File: src/rtl/sos_pkg.sv
// Shared types and constants for the SOS blink-line decoder.
// Parameter sanity is checked once here and enforced at elaboration by sos_detect.
package sos_pkg;

  typedef enum logic [1:0] {
    CLS_S,
    CLS_O,
    CLS_OTHER
  } letter_cls_e;

  localparam int         SO_LEN = 3;
  localparam logic [2:0] S_BITS = 3'b000;
  localparam logic [2:0] O_BITS = 3'b111;

  // Width of the per-letter symbol count and of letter_len.
  localparam int LEN_W = 3;

  function automatic bit params_ok(input int dot_max, input int dash_max,
                                   input int gap_min, input int max_sym,
                                   input int cnt_w);
    bit ok;
    ok = (dot_max >= 1) && (dash_max > dot_max) && (gap_min >= 2);
    ok = ok && (max_sym >= SO_LEN) && (max_sym < (1 << LEN_W));
    ok = ok && (cnt_w >= 2) && (cnt_w <= 30);
    if (ok) begin
      ok = (((1 << cnt_w) - 1) > dash_max) && (((1 << cnt_w) - 1) > gap_min);
    end
    return ok;
  endfunction

endpackage

File: src/rtl/sos_detect_run_meter.sv
// Registers the blink line and measures the current run length with a
// saturating counter; flags falling samples and the one-shot letter gap.
module run_meter #(
  parameter int CNT_W   = 8,
  parameter int GAP_MIN = 3
) (
  input  logic             clk,
  input  logic             rst,
  input  logic             in,
  output logic             fall_evt,
  output logic [CNT_W-1:0] high_len,
  output logic             gap_evt
);

  logic             in_q;
  logic [CNT_W-1:0] run_cnt;

  function automatic logic [CNT_W-1:0] sat_inc(input logic [CNT_W-1:0] v);
    return (v == {CNT_W{1'b1}}) ? v : v + CNT_W'(1);
  endfunction

  // Stage p0: sample the line and count samples at the current level.
  always_ff @(posedge clk) begin
    if (rst) begin
      in_q    <= 1'b0;
      run_cnt <= '0;
    end else begin
      in_q    <= in;
      run_cnt <= (in != in_q) ? CNT_W'(1) : sat_inc(run_cnt);
    end
  end

  // run_cnt is the length of the run that in_q belongs to, so on the falling
  // sample it is the finished high length; the gap fires on the sample that
  // makes the low run exactly GAP_MIN long, and never again while saturated.
  assign fall_evt = in_q & ~in;
  assign high_len = run_cnt;
  assign gap_evt  = ~in & ~in_q & (run_cnt == CNT_W'(GAP_MIN - 1));

endmodule

File: src/rtl/sos_detect.sv
// Classifies blink pulses into dots/dashes, assembles letters and flags the
// S-O-S sequence; every output is registered on the classifying edge.
module sos_detect
  import sos_pkg::*;
#(
  parameter int DOT_MAX  = 1,
  parameter int DASH_MAX = 4,
  parameter int GAP_MIN  = 3,
  parameter int MAX_SYM  = 5,
  parameter int CNT_W    = 8
) (
  input  logic               clk,
  input  logic               rst,
  input  logic               in,
  output logic               sym_valid,
  output logic               sym_dash,
  output logic               letter_valid,
  output logic [LEN_W-1:0]   letter_len,
  output logic [MAX_SYM-1:0] letter_bits,
  output logic               sos,
  output logic               err
);

  if (!params_ok(DOT_MAX, DASH_MAX, GAP_MIN, MAX_SYM, CNT_W)) begin : g_bad_params
    $error("sos_detect: inconsistent parameters");
  end

  logic             fall_evt;
  logic             gap_evt;
  logic [CNT_W-1:0] high_len;

  run_meter #(
    .CNT_W   (CNT_W),
    .GAP_MIN (GAP_MIN)
  ) u_meter (
    .clk      (clk),
    .rst      (rst),
    .in       (in),
    .fall_evt (fall_evt),
    .high_len (high_len),
    .gap_evt  (gap_evt)
  );

  logic [MAX_SYM-1:0] acc_bits;
  logic [LEN_W-1:0]   acc_cnt;
  logic               acc_bad;
  letter_cls_e        hist_new;
  letter_cls_e        hist_old;

  function automatic letter_cls_e classify(input logic [LEN_W-1:0] len,
                                           input logic [MAX_SYM-1:0] bits);
    if (len == LEN_W'(SO_LEN) && bits == MAX_SYM'(S_BITS)) return CLS_S;
    if (len == LEN_W'(SO_LEN) && bits == MAX_SYM'(O_BITS)) return CLS_O;
    return CLS_OTHER;
  endfunction

  logic        is_dash;
  logic        too_long;
  logic        acc_full;
  logic        letter_end;
  letter_cls_e new_cls;
  logic        sos_hit;

  always_comb begin
    is_dash    = high_len > CNT_W'(DOT_MAX);
    too_long   = high_len > CNT_W'(DASH_MAX);
    acc_full   = acc_cnt == LEN_W'(MAX_SYM);
    letter_end = gap_evt && ((acc_cnt != '0) || acc_bad);
    new_cls    = classify(acc_cnt, acc_bits);
    sos_hit    = (new_cls == CLS_S) && (hist_old == CLS_S) && (hist_new == CLS_O);
  end

  // Stage p1: symbol/letter decisions land in the output registers. A falling
  // sample and a letter end never coincide, so their branches are exclusive.
  always_ff @(posedge clk) begin
    if (rst) begin
      sym_valid    <= 1'b0;
      sym_dash     <= 1'b0;
      letter_valid <= 1'b0;
      letter_len   <= '0;
      letter_bits  <= '0;
      sos          <= 1'b0;
      err          <= 1'b0;
      acc_bits     <= '0;
      acc_cnt      <= '0;
      acc_bad      <= 1'b0;
      hist_new     <= CLS_OTHER;
      hist_old     <= CLS_OTHER;
    end else begin
      sym_valid    <= 1'b0;
      letter_valid <= 1'b0;
      sos          <= 1'b0;
      err          <= 1'b0;
      if (fall_evt) begin
        if (too_long) begin
          err      <= 1'b1;
          acc_bits <= '0;
          acc_cnt  <= '0;
          acc_bad  <= 1'b0;
          hist_new <= CLS_OTHER;
          hist_old <= CLS_OTHER;
        end else if (acc_full) begin
          // Overflowing symbols are dropped; the letter will be discarded.
          err     <= 1'b1;
          acc_bad <= 1'b1;
        end else begin
          sym_valid <= 1'b1;
          sym_dash  <= is_dash;
          acc_bits  <= acc_bits | (MAX_SYM'(is_dash) << acc_cnt);
          acc_cnt   <= acc_cnt + LEN_W'(1);
        end
      end else if (letter_end) begin
        if (acc_bad) begin
          hist_new <= CLS_OTHER;
          hist_old <= CLS_OTHER;
        end else begin
          letter_valid <= 1'b1;
          letter_len   <= acc_cnt;
          letter_bits  <= acc_bits;
          sos          <= sos_hit;
          hist_old     <= hist_new;
          hist_new     <= new_cls;
        end
        acc_bits <= '0;
        acc_cnt  <= '0;
        acc_bad  <= 1'b0;
      end
    end
  end

endmodule

File: config.mk
export PLATFORM = sky130hd
export DESIGN_NAME = sos_detect
export DESIGN_NICKNAME = d
export VERILOG_FILES = /design/src/rtl/sos_pkg.sv /design/src/rtl/sos_detect_run_meter.sv /design/src/rtl/sos_detect.sv
export SDC_FILE = /design/constraint.sdc
export NUM_CORES = 1
export LEC_CHECK = 0
export ABC_AREA = 1
export CORE_AREA = 2 2 53 75
export DETAILED_ROUTE_END_ITERATION = 8
export DIE_AREA = 0 0 55 77
export HOLD_SLACK_MARGIN = 0.06
export PLACE_DENSITY = 0.67
export SETUP_SLACK_MARGIN = 0.2
export SLEW_MARGIN = 30
export SYNTH_ARGS = -nofsm -noshare
export SYNTH_HDL_FRONTEND = slang
export SYNTH_SLANG_ARGS = --single-unit
File: constraint.sdc
create_clock -name clk -period 2.35 [get_ports clk]
set_input_delay 0.3525 -clock clk [delete_from_list [all_inputs] [get_ports clk]]
set_output_delay 0.3525 -clock clk [all_outputs]
set_load 0.1 [all_outputs]
==> flow_metrics.py <==
metrics = {
    "logic_synthesis": {
        "ys_seq_elements": 35,
        "yosysTopAreaCell": "dfxtp_1",
        "syn_inst": 225,
        "synthTopCellsByCount": "inv_1 (39), dfxtp_1 (35), nor2_1 (31), nand2_1 (26), a21oi_1 (22)",
        "yosysMostFrequentCell": "inv_1",
        "synth.area.mux_share_pct": 0,
        "syn_nets": 238,
        "netlist_top_cells_area": "dfxtp_1 (41%), inv_1 (8.6%), ha_1 (7.3%), nor2_1 (6.8%), a21oi_1 (6.4%)",
        "ys_seq_area_share_pct": 41.0,
        "ys_types": 27,
        "synth_edf_count": 0,
        "synth_xor_area_share_pct": 1.54,
        "synth.top_cell.area_share_pct": 41.0,
        "synthSimpleGateAreaFrac_pct": 29.6,
        "synth_warnings": 0,
        "async_flop_share_pct": 0,
        "synth_top_family_by_area": "simple AND/OR/NAND/NOR gates",
        "synthAdderAreaFrac_pct": 7.32,
        "syn_area_per_cell_um2": 7.60,
        "ys.flop_type": "dfxtp_1",
        "synth_compound_area_share_pct": 11.3,
        "syn-cell-area_mm2": 0.00171,
    },
    "floorplan": {
        "rows": 26,
        "dieArea_mm2": 0.00424,
        "coreArea_mm2": 0.00358,
        "pin_count": 16,
        "die-width_um": 55,
        "dieHeight_um": 77,
        "start_util_pct": 47.8,
    },
    "job": {
        "timing.max_cap.violations": 0,
    },
    "clock_network": {
        "holdBufCountCts": 0,
        "post_cts_buffers": 0,
        "cts_buffers": 5,
        "clockRootBuffer": "clkbuf_8",
        "htreeDepth": 2,
        "cts.repair.resized": 0,
        "cts_tree": "yes",
        "clock_path_buffers": 2,
        "clock_sinks": 35,
        "clk_pin_slew_worst_paths_ns": 0.06,
        "insertion_delay_ns": 0.28,
    },
    "global_routing": {
        "antenna_found_initial": 0,
        "grt_overflow_total": 0,
        "grt_pass1_vias": 1292,
        "grt_first_pass_wirelength_um": 5240,
        "track_usage_pct": 16.6,
        "grt_start_max_net_pins": 17,
    },
    "sta": {
        "setup_viol": 0,
        "fin_crit_sh_pct": 73.0,
        "finClkSkew_ns": 0.00530,
        "clock.fmax_mhz": 583,
        "layout_setup_ws_ns": 0.634,
        "slew_headroom_pct": 71.0,
        "finalHoldViolations": 0,
        "slew_violations": 0,
        "grt_setup_unrepaired": "false",
        "period_needed_ns": 1.72,
        "worstMarginPinSlew_ns": 0.434,
        "fin_tns_setup_ns": 0,
    },
    "worst_setup_path": {
        "crit_start": "in",
        "critPathArrivalTime_ns": 1.89,
        "worstReg2RegEnd": "letter_len[1]$_SDFFE_PP0P_",
        "cp-start-kind": "input pin",
        "r2r_setup_slack_ns": 0.75,
        "r2r_cells": 6,
        "critPathRequiredTime_ns": 2.52,
        "crit_path_end_kind": "register",
        "rr_startpoint": "acc_cnt[0]$_SDFFE_PP0P_",
        "crit_type": "in2reg",
        "crit_path_end": "letter_len[1]$_SDFFE_PP0P_",
        "path_max_fanout": 8,
    },
    "drt": {
        "first_pass_iters": 4,
        "wl_um": 3080,
        "initialDrtViolationCount": 18,
        "viasPerCell": 4.87,
        "drcViolationCount": 0,
        "num_vias": 1402,
        "ant_nets": 0,
        "post_drt_wl_per_cell_um": 10.7,
    },
    "final_layout": {
        "n_antenna_cell": 0,
        "area_growth_pct": 15.1,
        "fill_cells": 361,
        "final_layout_size_suffix_gt1_share_pct": 15.9,
        "fin_nets": 259,
    },
    "min_path": {
        "hp-class": "reg2reg",
        "hold_path_depth": 2,
    },
    "power_and_ir_drop": {
        "leakagePower_uw": 0.000841,
        "worst_ir_drop_vdd_mv": 0.404,
        "power_density_mw_per_mm2": 586,
    },
    "place": {
        "hpwl_um": 2400,
        "portBuffers": 15,
        "place_ws_ns": 0.291,
        "place_congestion": 0.868,
    },
    "outcome": {
        "status": "complete, no violations",
    },
}
## worst max-delay path, cell delays in order
cell             delay (ns)
clkdlybuf4s50_1        0.45
inv_1                  0.06
ha_1                   0.22
nor2_2                 0.20
nand4_1                0.30
o21ai_0                0.25
a21oi_1                0.06
## sequential cells by signal, indices dropped and copies added, names as in the netlist, 2 cells and up
register          cells
u_meter.high_len      8
hist_new              2
acc_bits              5
acc_cnt               3
letter_len            3
hist_old              2
letter_bits           5
## layout by cell type, fill, tap and decap left out, types with 6 or more instances in the layout
cell type,n
ha_1,10
nor2_1,31
nand2_1,26
dfxtp_1,35
inv_1,39
nand3_1,13
clkbuf_8,6
a21oi_1,22
buf_4,14
o21ai_0,12
## power breakdown
group | switching (µW) | internal [µW]
clock | 200 | 230
sequential | 10.7 | 605
combinational | 74.3 | 33.7
## per-layer routing
metal  wire length [µm]  up-vias  GRT usage (%)
met5                  0        -              0
met4                 64        0           7.07
met3                 81        5           4.28
met2               1660       19           29.0
met1               1280      625           17.8
li1                   -      753              -
## through the flow
stage / total power (µW) / hold WS [ns] / area, µm² / std cells / utilization [%]
floorplan: 713 / 0.439 / 1710 / 225 / -
global placement: 738 / 0.434 / 1880 / 281 / 52.6
detailed placement: 739 / 0.438 / 1880 / 281 / 52.6
CTS: 1170 / 0.448 / 1970 / 288 / 55.0
global route: 1200 / 0.470 / 1970 / 288 / 55.0
finish: 1150 / 0.445 / 1970 / 288 / 55.0
## worst min-delay path by stage
stage	slack [ns]	end	from
after floorplan	0.44	hist_old[0]$_SDFFE_PP0P_	hist_old[0]$_SDFFE_PP0P_
after global placement	0.43	letter_bits[4]$_SDFFE_PP0P_	letter_bits[4]$_SDFFE_PP0P_
after detailed placement	0.44	letter_bits[0]$_SDFFE_PP0P_	letter_bits[0]$_SDFFE_PP0P_
after CTS	0.45	letter_bits[0]$_SDFFE_PP0P_	letter_bits[0]$_SDFFE_PP0P_
after global routing	0.47	letter_bits[0]$_SDFFE_PP0P_	letter_bits[0]$_SDFFE_PP0P_
final	0.44	letter_bits[3]$_SDFFE_PP0P_	letter_bits[3]$_SDFFE_PP0P_
## logic make-up (layout without fill, tap and decap cells)
kind of cell | Yosys count | after routing
xor+xnor | 3 | 3
buf+inv | 42 | 63
compound gates | 38 | 38
fa+ha+maj | 10 | 10
flops | 35 | 35
simple gates | 97 | 97
## area by class of cell
cell class | count | area [µm²] | area share [%]
Multi-Input combinational cell | 148 | 852 | 43.3
Tap cell | 42 | 52.6 | 2.67
Inverter | 40 | 150 | 7.63
Sequential cell | 35 | 701 | 35.6
Clock buffer | 6 | 82.6 | 4.20
Timing Repair Buffer | 16 | 125 | 6.36
Clock inverter | 1 | 5.00 | 0.254
Note: power is estimated with default switching activity, not from simulation.
